<file path="src/rtl/pll_reset_sequencer.sv">
// pll_reset_sequencer
// Qualifies the asynchronous PLL lock indication and releases the memory,
// co-processor and CPU resets in that order, each a fixed number of clocks
// after the previous one. Loss of lock after any release is flagged and counted.
`timescale 1ns/1ps

module pll_reset_sequencer #(
  parameter int SYNC_STAGES   = 2,
  parameter int STABLE_CYCLES = 1024,
  parameter int STAGE_GAP     = 16,
  parameter int CNT_W         = 8
) (
  input  logic             clock,
  input  logic             reset,
  input  logic             pll_locked,
  input  logic             sw_reset_req,
  input  logic             clear_lost,
  output logic             rst_memory,
  output logic             rst_copro,
  output logic             rst_cpu,
  output logic             ready,
  output logic             lock_lost,
  output logic [CNT_W-1:0] lock_lost_count
);

  // The shared counter only has to reach the longer of the two waits.
  localparam int MAX_WAIT = (STABLE_CYCLES > STAGE_GAP) ? STABLE_CYCLES : STAGE_GAP;
  localparam int CTR_W    = $clog2(MAX_WAIT);

  localparam logic [CTR_W-1:0] STABLE_LAST = CTR_W'(STABLE_CYCLES - 1);
  localparam logic [CTR_W-1:0] GAP_LAST    = CTR_W'(STAGE_GAP - 1);
  localparam logic [CNT_W-1:0] CNT_MAX     = '1;

  localparam logic [2:0] S_HOLD      = 3'd0;
  localparam logic [2:0] S_STABLE    = 3'd1;
  localparam logic [2:0] S_REL_MEM   = 3'd2;
  localparam logic [2:0] S_REL_COPRO = 3'd3;
  localparam logic [2:0] S_RUN       = 3'd4;

  logic [SYNC_STAGES-1:0] sync_q;
  logic                   locked_s;
  logic [2:0]             state;
  logic [2:0]             next_state;
  logic [CTR_W-1:0]       counter;
  logic                   restart;
  logic                   lost_event;

  // Synchronise the raw lock indication into the clock domain.
  always_ff @(posedge clock or posedge reset) begin
    if (reset) begin
      sync_q <= '0;
    end else begin
      sync_q <= {sync_q[SYNC_STAGES-2:0], pll_locked};
    end
  end

  assign locked_s = sync_q[SYNC_STAGES-1];

  // Next-state decision; lock loss outranks a software request, which outranks the timers.
  always_comb begin
    next_state = state;
    lost_event = 1'b0;
    restart    = 1'b0;
    case (state)
      S_HOLD: begin
        if (locked_s) next_state = S_STABLE;
      end
      S_STABLE: begin
        if (!locked_s)                    next_state = S_HOLD;
        else if (sw_reset_req)            restart    = 1'b1;
        else if (counter == STABLE_LAST)  next_state = S_REL_MEM;
      end
      S_REL_MEM: begin
        if (!locked_s) begin
          next_state = S_HOLD;
          lost_event = 1'b1;
        end else if (sw_reset_req) begin
          next_state = S_STABLE;
        end else if (counter == GAP_LAST) begin
          next_state = S_REL_COPRO;
        end
      end
      S_REL_COPRO: begin
        if (!locked_s) begin
          next_state = S_HOLD;
          lost_event = 1'b1;
        end else if (sw_reset_req) begin
          next_state = S_STABLE;
        end else if (counter == GAP_LAST) begin
          next_state = S_RUN;
        end
      end
      S_RUN: begin
        if (!locked_s) begin
          next_state = S_HOLD;
          lost_event = 1'b1;
        end else if (sw_reset_req) begin
          next_state = S_STABLE;
        end
      end
      default: begin
        next_state = S_HOLD;
      end
    endcase
    if (next_state != state) restart = 1'b1;
  end

  // State register and the shared wait counter, which restarts on every state change.
  always_ff @(posedge clock or posedge reset) begin
    if (reset) begin
      state   <= S_HOLD;
      counter <= '0;
    end else begin
      state   <= next_state;
      counter <= restart ? '0 : counter + CTR_W'(1);
    end
  end

  // Reset outputs are decoded from the next state so they move on the same edge as the state.
  always_ff @(posedge clock or posedge reset) begin
    if (reset) begin
      rst_memory <= 1'b1;
      rst_copro  <= 1'b1;
      rst_cpu    <= 1'b1;
      ready      <= 1'b0;
    end else begin
      rst_memory <= !(next_state == S_REL_MEM || next_state == S_REL_COPRO || next_state == S_RUN);
      rst_copro  <= !(next_state == S_REL_COPRO || next_state == S_RUN);
      rst_cpu    <= (next_state != S_RUN);
      ready      <= (next_state == S_RUN);
    end
  end

  // Sticky loss flag and saturating loss counter; a new loss beats a simultaneous clear.
  always_ff @(posedge clock or posedge reset) begin
    if (reset) begin
      lock_lost       <= 1'b0;
      lock_lost_count <= '0;
    end else if (lost_event) begin
      lock_lost <= 1'b1;
      if (clear_lost) begin
        lock_lost_count <= CNT_W'(1);
      end else if (lock_lost_count != CNT_MAX) begin
        lock_lost_count <= lock_lost_count + CNT_W'(1);
      end
    end else if (clear_lost) begin
      lock_lost       <= 1'b0;
      lock_lost_count <= '0;
    end
  end

endmodule

</file>
<file path="config.mk">
export PLATFORM = sky130hd
export DESIGN_NAME = pll_reset_sequencer
export DESIGN_NICKNAME = d
export VERILOG_FILES = /design/src/rtl/pll_reset_sequencer.sv
export SDC_FILE = /design/constraint.sdc
export NUM_CORES = 1
export LEC_CHECK = 0
export BUFFER_PORTS_ARGS = -buffer_cell sky130_fd_sc_hd__buf_2
export CAP_MARGIN = 10
export CORE_ASPECT_RATIO = 0.75
export CORE_MARGIN = 5
export CORE_UTILIZATION = 48
export DETAILED_ROUTE_END_ITERATION = 16
export GPL_ROUTABILITY_DRIVEN = 1
export PLACE_DENSITY_LB_ADDON = 0.12
export SYNTH_ARGS = -nofsm -noshare
export SYNTH_HDL_FRONTEND = slang
export SYNTH_SLANG_ARGS = --single-unit
</file>
<file path="constraint.sdc">
create_clock -name clock -period 2.1 [get_ports clock]
set_input_delay 0 -clock clock [delete_from_list [all_inputs] [get_ports clock]]
set_output_delay 0 -clock clock [all_outputs]
set_load 0.005 [all_outputs]
</file>
* Word level (Yosys, flattened, before mapping)
Index checks and enable logic that the tools add are counted.
Operators by class: add/sub/neg operators 2, divide/modulo/power cells 0, equal/unequal tests 12, shift-type cells 0, multiply operators 0, mux-type cells 26, order comparisons 0, bitwise logic cells 0, reductions and logical operators 10
Operator list (number):
- two-way mux 3 bit | 12
- two-way mux 8 bit | 4
- one-hot mux 3 bit (5 select lines) | 1
- == test 3 x 2 -> 1 bit, second input constant | 4
- adder 10 x 1 -> 10 bit, second input constant | 1
- == test 10 bit, second input constant | 1
- == test 10 x 4 -> 1 bit, second input constant | 1
- two-way mux 10 bit | 1
- adder 8 x 1 -> 8 bit, second input constant | 1
- two-way mux 1 bit | 8
- != test 8 bit, second input constant | 1
- == test 3 bit, second input constant | 2
- nonzero test 2 bit | 2
- == test 3 x 1 -> 1 bit, second input constant | 1
- logical NOT 3 bit | 1
- logical OR 1 bit | 3
- != test 3 bit | 1
- != test 3 bit, second input constant | 1
- OR reduction 3 bit | 1
- logical NOT 1 bit | 2
- AND reduction 2 bit | 1
Word-level totals: memory bits (read-only) 0, memory bits (writable) 0, bits in latches 0, output and inout port bits 13, register bits after elaboration 28, memories kept 0

* Logic depth before layout (Yosys ltp)
Gate-level depths: netlist (run 1).
depth after elaboration 9, depth in mapped cells 6, mapped depth without buffers 5

* Least setup slack after synthesis (run 1)
OpenSTA, ideal clock, no wires.
path type register to register, start point register state[1], end point register lock_lost_count[5], arrival time 1.535 ns, slack 0.437 ns, clock period less this slack 1.663 ns, library setup time 0.128 ns, cell stages (with the launch flop) 7, cells stage by stage dfrtp_1 buf_2 nor3b_2 o21bai_1 buf_6 nor4_2 mux2_1
Between the ends: cells in the longest elaborated chain, start to end 5
RTL lines:
- start: declaration | RTL line 42 | logic [2:0] state;
- start signal: assignment | RTL line 114 | state <= next_state;
- == test 3 bit / == test 3 x 2 -> 1 bit (equally long branches) | RTL line 64 | case (state)
- OR reduction 3 bit (no line) *
- two-way mux 1 bit *
- nonzero test 2 bit (no line)
- AND reduction 2 bit (no line)
- end signal: assignment | RTL line 144 | lock_lost_count <= lock_lost_count + CNT_W'(1);
- end: declaration | RTL line 23 | output logic [CNT_W-1:0] lock_lost_count
Mark *: on every way between the ends. The rest lies on a longest branch, timed or not. A chain may end at the register's enable or synchronous reset.

* Worst setup path after layout (run 1)
start point register counter[6], end point register counter[7]
Between the ends: cells in the longest elaborated chain, start to end 8
RTL lines:
- start: declaration | RTL line 44 | logic [CTR_W-1:0] counter;
- start signal: assignment | RTL line 115 | counter <= restart ? '0 : counter + CTR_W'(1);
- == test 10 x 4 -> 1 bit / == test 10 bit (equally long branches) | RTL line 79, 89, 71
- two-way mux 3 bit (on tied branches) | RTL line 89, 71, 79
- two-way mux 3 bit (on tied branches) | RTL line 87, 70, 77
- two-way mux 3 bit (on tied branches) | RTL line 84, 69, 74
- one-hot mux 3 bit (5 select lines) | RTL line 64
- != test 3 bit | RTL line 105 | if (next_state != state) restart = 1'b1;
- two-way mux 1 bit | RTL line 105
- two-way mux 10 bit * | RTL line 115
Marked as above.

==> results of run 1 <==
==> worst paths after layout <==
| kind | from | endpoint | slack, ps | depth (start not counted) |
|---|---|---|---|---|
| max | counter[6]$_DFF_PP0_ | counter[7]$_DFF_PP0_ | 270 | 4 |
| min | clear_lost | lock_lost_count[2]$_DFFE_PP0P_ | 20 | 2 |
| max reg2reg | counter[6]$_DFF_PP0_ | counter[7]$_DFF_PP0_ | 270 | 4 |
| min reg2reg | sync_q[0]$_DFF_PP0_ | sync_q[1]$_DFF_PP0_ | 360 | 0 |
| max in group asynchronous | reset | rst_cpu$_DFF_PP1_ | 1470 | 4 |
| min in group asynchronous | reset | lock_lost_count[3]$_DFFE_PP0P_ | 330 | 4 |
==> what timing repair did <==
| item | 4_1_cts | 5_1_grt |
|---|---|---|
| setup endpoints to repair | 0 | 1 |
| resized for setup | 0 | 1 |
| endpoints found under the hold margin | 27 | 0 |
| hold buffers | 3 | 0 |
==> synthesized netlist by cell type, types with 2 or more instances <==
master,count
xor2_1,3
o41ai_1,2
nand2_1,10
buf_2,3
a31oi_1,2
ha_1,2
buf_6,2
inv_1,6
nand4_1,2
and3_1,2
nand3_1,6
a21oi_1,9
or4_1,4
nor2b_1,4
and4_4,2
o21ai_0,4
o31ai_1,3
xnor2_1,6
dfrtp_1,25
dfstp_2,3
nor3_1,9
nor2_1,13
==> through the flow <==
stage,util [%],area [µm²]
global route,56.3,1650
CTS,56.1,1650
global placement,53.2,1560
detailed placement,53.2,1560
floorplan,-,1460
finish,56.3,1650
==> per-layer routing <==
layer / vias up / GRT usage [%]
li1: 561 / -
met1: 509 / 19.0
met5: - / 0
met2: 17 / 20.2
met4: 0 / 3.88
met3: 4 / 4.16
==> flip-flops by register name, indices dropped and copies added (netlist names) <==
name and count:
counter 10, lock_lost_count 8, state 3, sync_q 2, lock_lost 1, ready 1
rst_copro 1, rst_cpu 1, rst_memory 1
==> report_power, final <==
| group | switching [mW] | internal, mW |
|---|---|---|
| clock network | 0.158 | 0.168 |
| registers | 0.00639 | 0.545 |
| logic | 0.0294 | 0.0196 |
| total | 0.194 | 0.733 |
==> logic make-up (layout without fill, tap and decap cells) <==
kind of cell | after synthesis | count (layout) | share of synthesized area [%]
AOI/OAI and AO/OA | 28 | 28 | 13.3
and+or+nand+nor | 63 | 63 | 24.8
muxes | 2 | 2 | 1.46
buffers and inverters | 13 | 33 | 4.90
DFF | 28 | 28 | 48.4
adders and majority gates | 2 | 2 | 1.72
xor gates and xnor gates | 9 | 9 | 5.41
==> final cells by class <==
type | count | area (µm²) | share of cell area, %
clock buffers | 4 | 55.1 | 3.33
multi-input cells | 104 | 684 | 41.4
well taps | 38 | 47.5 | 2.88
flip-flops and latches | 28 | 704 | 42.7
repair buffers | 23 | 138 | 8.33
inverters | 6 | 22.5 | 1.36
==> worst max-delay path, delay by kind of cell, from the launching register on <==
kind	cells	cell delay (ps)
AO/OA/AOI/OAI	1	390
flip-flops	1	420
AND/OR/NAND/NOR	3	890
==> metrics.yaml, run 1 <==
floorplan:
  core_mm2: 0.00294
  start_util_pct: 49.6
  die_h_um: 57.7
  io_pins: 18
  fp.dieW_um: 73.6
  placementRows: 17
  die_area_mm2: 0.00425
power:
  leakage_nw: 0.686
  power_density_mw_per_mm2: 561
  vdd_drop_max_mv: 0.448
  power_uw: 926
timing:
  skew_ps: 5.20
  slew_violations: 0
  whs_ps: 24.1
  fmax_mhz: 547
  timing.slew.headroom_pct: 67.0
  min_period_ps: 1830
  totalNegativeSetupSlack_ps: 0
  period_share_pct: 87.1
  hold_viol_final: 0
  rsz0062_at_grt: "no"
  worst_pin_slew_ps: 490
  finalSetupViolations: 0
  layout_setup_ws_ps: 270
cts:
  cts_tree: "built"
  cts-root-buf: "clkbuf_8"
  numCtsBuffers: 3
  post_cts.repair.setup_buffers: 0
  cts.reportedPaths.clkPinSlew_ps: 90
  clock_path_buffers: 2
  clkLatencyLatePin_ps: 270
  htree_levels: 1
  numClockSinks: 28
synthesis:
  yosysWarnings: 0
  syn_inst: 145
  ys_seq_area_share_pct: 48.4
  synth-edff-count: 0
  post-synth-top-area-fraction_pct: 43.0
  synthTopCellsByArea: "dfrtp_1, dfstp_2, xnor2_1"
  synth_top_area_cell: "dfrtp_1"
  netlist-cell-type-count: 45
  synth_area_mm2: 0.00146
  postSynthAreaPerCell_um2: 10.0
  synth_ff_type: "dfrtp_1"
  synth-async-reset-ratio_pct: 100
  syn-num-nets: 152
  ys_ff_latch: 28
routing:
  drtPass1Iterations: 4
  wl_per_cell_um: 13.3
  drt-total-wl_um: 2700
  route.met2.wl_um: 1270
  wl_met1_um: 1280
  drt_iter0_drc: 45
  drc: 0
  postRouteAntennaNets: 0
  via_per_inst: 5.37
  top_layer_used: "met4"
  num_vias: 1091
  dr_wl_met3_um: 126
placement:
  dp_hpwl_um: 1920
  gp_congestion: 0.774
  place.port_buffers: 17
  pre_cts_ws_ps: 168
  dp_cells: 196
final_layout:
  final_nets: 173
  final_cell_mix: "dfrtp_1, buf_2, nor2_1"
  layout_commonest_cell: "dfrtp_1"
  fill_cells: 259
  area_growth_pct: 13.4
  diodes: 0
  drive_gt1_share_pct: 21.8
  instances_no_fill: 203
global_route:
  grt-ovfl-total: 0
  first_global_vias: 1028
  grt.total_usage_pct: 13.6
  antenna_found_initial: 0
  grt_pass1_wl_um: 4600
  grt_max_degree: 29
worst_setup_path:
  cp-start-kind: "register"
  slowest_stage: "nor4_1"
  cp.required_ps: 2250
  critPathArrivalTime_ps: 1980
  crit_path_max_fanout: 10
  max_stage_delay_ps: 490
  crit_chain: "nor4_1 > and3_1 > o22a_1 > nor3_1"
  crit_path_end_kind: "register"
  critPathKind: "reg2reg"
outcome:
  outcome: "finished, final reports clean"
worst_hold_path:
  hp-class: "in2reg"
run:
  drv_cap: 0
No activity file was read; power rests on OpenSTA's default activity.
==> run 2, diff against run 1 <==
--- a/config.mk
+++ b/config.mk
@@ -12,6 +12,7 @@
 export CORE_UTILIZATION = 48
 export DETAILED_ROUTE_END_ITERATION = 16
 export GPL_ROUTABILITY_DRIVEN = 1
+export HOLD_SLACK_MARGIN = 0.03
 export PLACE_DENSITY_LB_ADDON = 0.12
 export SYNTH_ARGS = -nofsm -noshare
 export SYNTH_HDL_FRONTEND = slang
==> run 2 against run 1 <==
  * Core utilization up 0.34 points
  * Non-clock buffer count up 1
  * Die area unchanged
  * Total power up 0.13%
  * Clock power about the same
  * Count of clock-buffer cells in the layout unchanged
  * Largest cell class unchanged
  * Routed wire length about the same
  * Critical path type unchanged
  * Sequential cell count unchanged
  * Largest power group unchanged
  * Register-to-register slack about the same
==> metrics.yaml, run 2 (synthesis results as in run 1) <==
worst_setup_path:
  cp-start-kind: "register"
  critPathArrivalTime_ps: 1980  # about the same
  critPathKind: "reg2reg"
  crit_path_end_kind: "register"
  crit_chain: "nor4_1 > and3_1 > o22a_1 > nor3_1"
  slowest_stage: "nor4_1"
  crit_path_max_fanout: 10  # unchanged
  worst_r2r_endpoint: "counter[7]$_DFF_PP0_"
  rr_worst_depth: 4  # unchanged
  cp.required_ps: 2250  # about the same
  max_stage_delay_ps: 490  # about the same
  timing.rr.start: "counter[6]$_DFF_PP0_"
  r2r_setup_slack_ps: 270  # about the same
global_route:
  grt-ovfl-total: 0  # unchanged
  antenna_found_initial: 0  # unchanged
  grt.total_usage_pct: 13.6  # +0.036 points
  grt_pass1_wl_um: 4620  # +0.30%
  first_global_vias: 1031  # +0.29%
  grt_max_degree: 29  # unchanged
timing:
  worst_pin_slew_ps: 505  # +15.3 ps
  timing.slew.headroom_pct: 66.3  # -0.74 points
  rsz0062_at_grt: "no"
  min_period_ps: 1830  # +0.0120 ps
  skew_ps: 5.10  # -0.0991 ps
  period_share_pct: 87.1  # about the same
  slew_violations: 0  # unchanged
  finalSetupViolations: 0  # unchanged
  fmax_mhz: 547  # about the same
  layout_setup_ws_ps: 270  # -0.0120 ps
  totalNegativeSetupSlack_ps: 0  # unchanged
  hold_viol_final: 0  # unchanged
routing:
  drtPass1Iterations: 4  # unchanged
  drt-total-wl_um: 2700  # about the same
  via_per_inst: 5.37  # -0.13%
  drt_iter0_drc: 53  # +18%
  num_vias: 1095  # +0.37%
  postRouteAntennaNets: 0  # unchanged
  drc: 0  # unchanged
  wl_per_cell_um: 13.2  # -0.53%
power:
  leakage_nw: 0.690  # +0.61%
  vdd_drop_max_mv: 0.448  # about the same
  power_density_mw_per_mm2: 558  # -0.48%
cts:
  cts.reportedPaths.clkPinSlew_ps: 90  # about the same
  numClockSinks: 28  # unchanged
  cts-root-buf: "clkbuf_8"
  clkLatencyLatePin_ps: 270  # about the same
  htree_levels: 1  # unchanged
  cts_tree: "built"
  numCtsBuffers: 3  # unchanged
  clock_path_buffers: 2  # unchanged
floorplan:
  start_util_pct: 49.6  # unchanged
  die_h_um: 57.7  # unchanged
  core_mm2: 0.00294  # unchanged
  io_pins: 18  # unchanged
  fp.dieW_um: 73.6  # unchanged
  die_area_mm2: 0.00425  # unchanged
  placementRows: 17  # unchanged
final_layout:
  final_cell_mix: "dfrtp_1, buf_2, nor2_1"
  area_growth_pct: 14.1
  diodes: 0  # unchanged
  largestRegisters: "counter (10), lock_lost_count (8), state (3)"
  drive_gt1_share_pct: 21.7  # -0.13 points
  instances_no_fill: 204  # +0.49%
  layout_commonest_cell: "dfrtp_1"
  post-route-util_pct: 56.6  # +0.34 points
  regMostFlops: "counter"
  largest_register_ffs: 10  # unchanged
  fill_cells: 258  # -0.39%
  final_nets: 174  # +0.58%
placement:
  dp_cells: 196  # unchanged
  place.port_buffers: 17  # unchanged
  gp_congestion: 0.774  # unchanged
  pre_cts_ws_ps: 168  # unchanged
  dp_hpwl_um: 1920  # unchanged
outcome:
  outcome: "finished, final reports clean"
worst_hold_path:
  hp-class: "in2async"
run:
  drv_cap: 0  # unchanged
## run 2: changes by cell type in the layout (fill, tap and decap cells not counted)
cell and change:
dlygate4sd3_1 +1
## run 2: worst max path at each step
| stage | start | to | slack [ps] | depth (start not counted) |
|---|---|---|---|---|
| 6_report | counter[6]$_DFF_PP0_ | counter[7]$_DFF_PP0_ | 270 | 4 |
| 3_3_place_gp | state[1]$_DFF_PP0_ | lock_lost_count[5]$_DFFE_PP0P_ | 240 | 4 |
| 2_1_floorplan | state[1]$_DFF_PP0_ | lock_lost_count[5]$_DFFE_PP0P_ | 440 | 6 |
| 5_1_grt | counter[7]$_DFF_PP0_ | counter[7]$_DFF_PP0_ | 80 | 4 |
| 3_5_place_dp | state[1]$_DFF_PP0_ | lock_lost_count[5]$_DFFE_PP0P_ | 170 | 4 |
| 4_1_cts | state[1]$_DFF_PP0_ | lock_lost_count[5]$_DFFE_PP0P_ | 170 | 4 |
## run 2: worst max-delay path: cells and delay by family, from the launching register on
kind | cells | cell delay [ps]
AND/OR/NAND/NOR | 3 | 890
flip-flops | 1 | 420
AO/OA/AOI/OAI | 1 | 390
## run 2: layout make-up
type                            instances  area (µm²)  area share (%)
Multi-Input combinational cell        104         684            41.2
Tap cell                               38        47.5            2.86
Sequential cell                        28         704            42.4
Clock buffer                            4        55.1            3.31
Inverter                                6        22.5            1.36
Timing Repair Buffer                   24         148            8.89
## run 2: where the power goes
part           internal [mW]  leakage (nW)  switching [mW]
sequential             0.545         0.372         0.00639
clock                  0.168        0.0288           0.158
combinational         0.0208         0.289          0.0295
total                  0.734         0.690           0.194
## run 2: per-stage QoR
step           power (mW)  cell area (µm²)  hold WS (ps)
3_3_place_gp        0.607             1560          73.6
3_5_place_dp        0.608             1560          83.5
4_1_cts             0.947             1660           324
2_1_floorplan       0.593             1460          31.4
5_1_grt             0.972             1660           363
6_report            0.927             1660           328
## run 2: repair_timing
item	4_1_cts	5_1_grt
endpoints found under the hold margin	33	0
hold buffers	4	0
buffers inserted	0	0
endpoints found under the setup margin	0	1
resized for setup	0	1
## run 2: layer usage
metal / vias to the layer above / GRT usage (%) / share of wire, %
li1: 563 / - / -
met4: 0 / 3.88 / 1.1
met1: 510 / 19.1 / 47
met3: 4 / 4.16 / 4.9
met2: 18 / 20.2 / 47
met5: - / 0 / 0
==> run 3, diff against run 2 <==
--- a/config.mk
+++ b/config.mk
@@ -6,8 +6,7 @@
 export NUM_CORES = 1
 export LEC_CHECK = 0
 export BUFFER_PORTS_ARGS = -buffer_cell sky130_fd_sc_hd__buf_2
-export CAP_MARGIN = 10
-export CORE_ASPECT_RATIO = 0.75
+export CORE_ASPECT_RATIO = 1.4
 export CORE_MARGIN = 5
 export CORE_UTILIZATION = 48
 export DETAILED_ROUTE_END_ITERATION = 16
==> run 3 against run 2 <==
  * Core utilization grew 0.39 points
  * Critical path type unchanged
  * Worst hold slack got worse by 9.7 ps
  * Clock skew decreased by 3.5 ps
  * Clock power about the same
  * Combinational power hardly changed
  * Sequential cell count unchanged
  * Routed wire length fell by 1.3%
  * Via count rose by 2.7%
  * Total power is 0.34% lower
  * Sequential power is essentially flat
  * Largest cell class unchanged
==> metrics.yaml, run 3 (synthesis results as in run 1) <==
cts:
  cts.reportedPaths.clkPinSlew_ps: 90  # about the same
  hold_buffers: 4  # unchanged
  clkLatencyLatePin_ps: 270  # about the same
  clock_path_buffers: 2  # unchanged
  post_cts.repair.setup_buffers: 0  # unchanged
  cts_tree: "built"
  numClockSinks: 28  # unchanged
  numCtsBuffers: 3  # unchanged
  post_cts_resized: 0  # unchanged
  htree_levels: 1  # unchanged
  cts-root-buf: "clkbuf_8"
timing:
  min_period_ps: 1920  # +93.2 ps
  finalSetupViolations: 0  # unchanged
  slew_violations: 0  # unchanged
  hold_viol_final: 0  # unchanged
  period_share_pct: 91.6  # +4.4 points
  fmax_mhz: 520  # -4.8%
  worst_pin_slew_ps: 863  # +358 ps
  layout_setup_ws_ps: 177  # -93.2 ps
  rsz0062_at_grt: "no"
  totalNegativeSetupSlack_ps: 0  # unchanged
  skew_ps: 1.59  # -3.51 ps
  timing.slew.headroom_pct: 42.4  # -24 points
routing:
  drt_iter0_drc: 29  # -45%
  wl_per_cell_um: 13.1  # -0.77%
  num_vias: 1125  # +2.7%
  drt-total-wl_um: 2670  # -1.3%
  drc: 0  # unchanged
  via_per_inst: 5.54  # +3.2%
  postRouteAntennaNets: 0  # unchanged
  drtPass1Iterations: 4  # unchanged
final_layout:
  final_nets: 174  # unchanged
  drive_gt1_share_pct: 21.1  # -0.60 points
  largest_register_ffs: 10  # unchanged
  final_cell_mix: "dfrtp_1, buf_2, nor2_1"
  area_growth_pct: 13.7
  fill_cells: 274  # +6.2%
  regMostFlops: "counter"
  diodes: 0  # unchanged
  largestRegisters: "counter (10), lock_lost_count (8), state (3)"
  layout_commonest_cell: "dfrtp_1"
floorplan:
  io_pins: 18  # unchanged
  die_area_mm2: 0.00425  # about the same
  die_h_um: 75.2  # +30%
  placementRows: 23  # +6
  core_mm2: 0.00291  # -0.98%
  fp.dieW_um: 56.6  # -23%
  start_util_pct: 50.1  # +0.49 points
worst_setup_path:
  cp-start-kind: "register"
  cp.required_ps: 2260  # about the same
  crit_path_max_fanout: 14  # +4
  critPathArrivalTime_ps: 2080  # +100 ps
  slowest_stage: "o21bai_1"
  max_stage_delay_ps: 680  # +190 ps
  crit_chain: "nor2b_1 > o21bai_1 > nor4_2 > mux2_1"
  crit_path_end_kind: "register"
  critPathKind: "reg2reg"
worst_hold_path:
  hp-class: "in2async"
placement:
  pre_cts_ws_ps: 187  # +18.7 ps
  dp_hpwl_um: 1970  # +2.5%
  gp_congestion: 0.822  # +6.2%
  place.port_buffers: 17  # unchanged
global_route:
  first_global_vias: 1114  # +8.1%
  grt.total_usage_pct: 14.1  # +0.52 points
  antenna_found_initial: 0  # unchanged
  grt_max_degree: 29  # unchanged
  grt_pass1_wl_um: 4770  # +3.4%
  grt-ovfl-total: 0  # unchanged
power:
  power_density_mw_per_mm2: 558  # about the same
  leakage_nw: 0.694  # +0.64%
  vdd_drop_max_mv: 0.504  # +13%
run:
  drv_cap: 0  # unchanged
outcome:
  outcome: "finished, final reports clean"
==> run 3: critical path: cells and delay by family, from the launching register on <==
| family | cells | cell delay [ps] |
|---|---|---|
| mux | 1 | 340 |
| flops | 1 | 470 |
| simple gates | 2 | 320 |
| compound gates | 1 | 680 |
==> run 3: final cells by class <==
class	instances	area (µm²)	area share [%]
flip-flops and latches	28	704	42.5
multi-input cells	104	681	41.1
repair buffers	24	148	8.91
clock buffers	4	55.1	3.32
well taps	37	46.3	2.79
inverters	6	22.5	1.36
==> run 3: per-stage QoR <==
| step | hold WS, ps | utilization, % | power (mW) | area [µm²] | std cells |
|---|---|---|---|---|---|
| after floorplan | 31.4 | - | 0.593 | 1460 | 145 |
| after global placement | 74.4 | 53.7 | 0.607 | 1560 | 195 |
| after detailed placement | 83.3 | 53.7 | 0.609 | 1560 | 195 |
| after CTS | 329 | 57.0 | 0.941 | 1660 | 203 |
| after global routing | 357 | 57.0 | 0.971 | 1660 | 203 |
| final | 318 | 57.0 | 0.924 | 1660 | 203 |
==> run 3: power by group <==
part / switching (mW) / internal (mW)
clock network: 0.154 / 0.168
logic: 0.0296 / 0.0208
registers: 0.00658 / 0.545
==> run 3: metal layers <==
| layer | vias up | wire length [µm] | global-route usage (%) |
|---|---|---|---|
| met5 | - | 0 | 0 |
| met4 | 0 | 74 | 7.92 |
| met3 | 9 | 120 | 2.57 |
| met2 | 28 | 1340 | 25.6 |
| met1 | 523 | 1130 | 15.6 |
| li1 | 565 | - | - |
==> run 3: path summary, 6_finish.rpt <==
path                       slack (ps)                start                        endpoint  cells past startpoint
min                               320                reset  lock_lost_count[3]$_DFFE_PP0P_                      4
max                               180   state[1]$_DFF_PP0_  lock_lost_count[5]$_DFFE_PP0P_                      4
max reg2reg                       180   state[1]$_DFF_PP0_  lock_lost_count[5]$_DFFE_PP0P_                      4
max in group asynchronous        1480                reset            rst_memory$_DFF_PP1_                      4
min reg2reg                       360  sync_q[0]$_DFF_PP0_             sync_q[1]$_DFF_PP0_                      0
min in group clock                360  sync_q[0]$_DFF_PP0_             sync_q[1]$_DFF_PP0_                      0
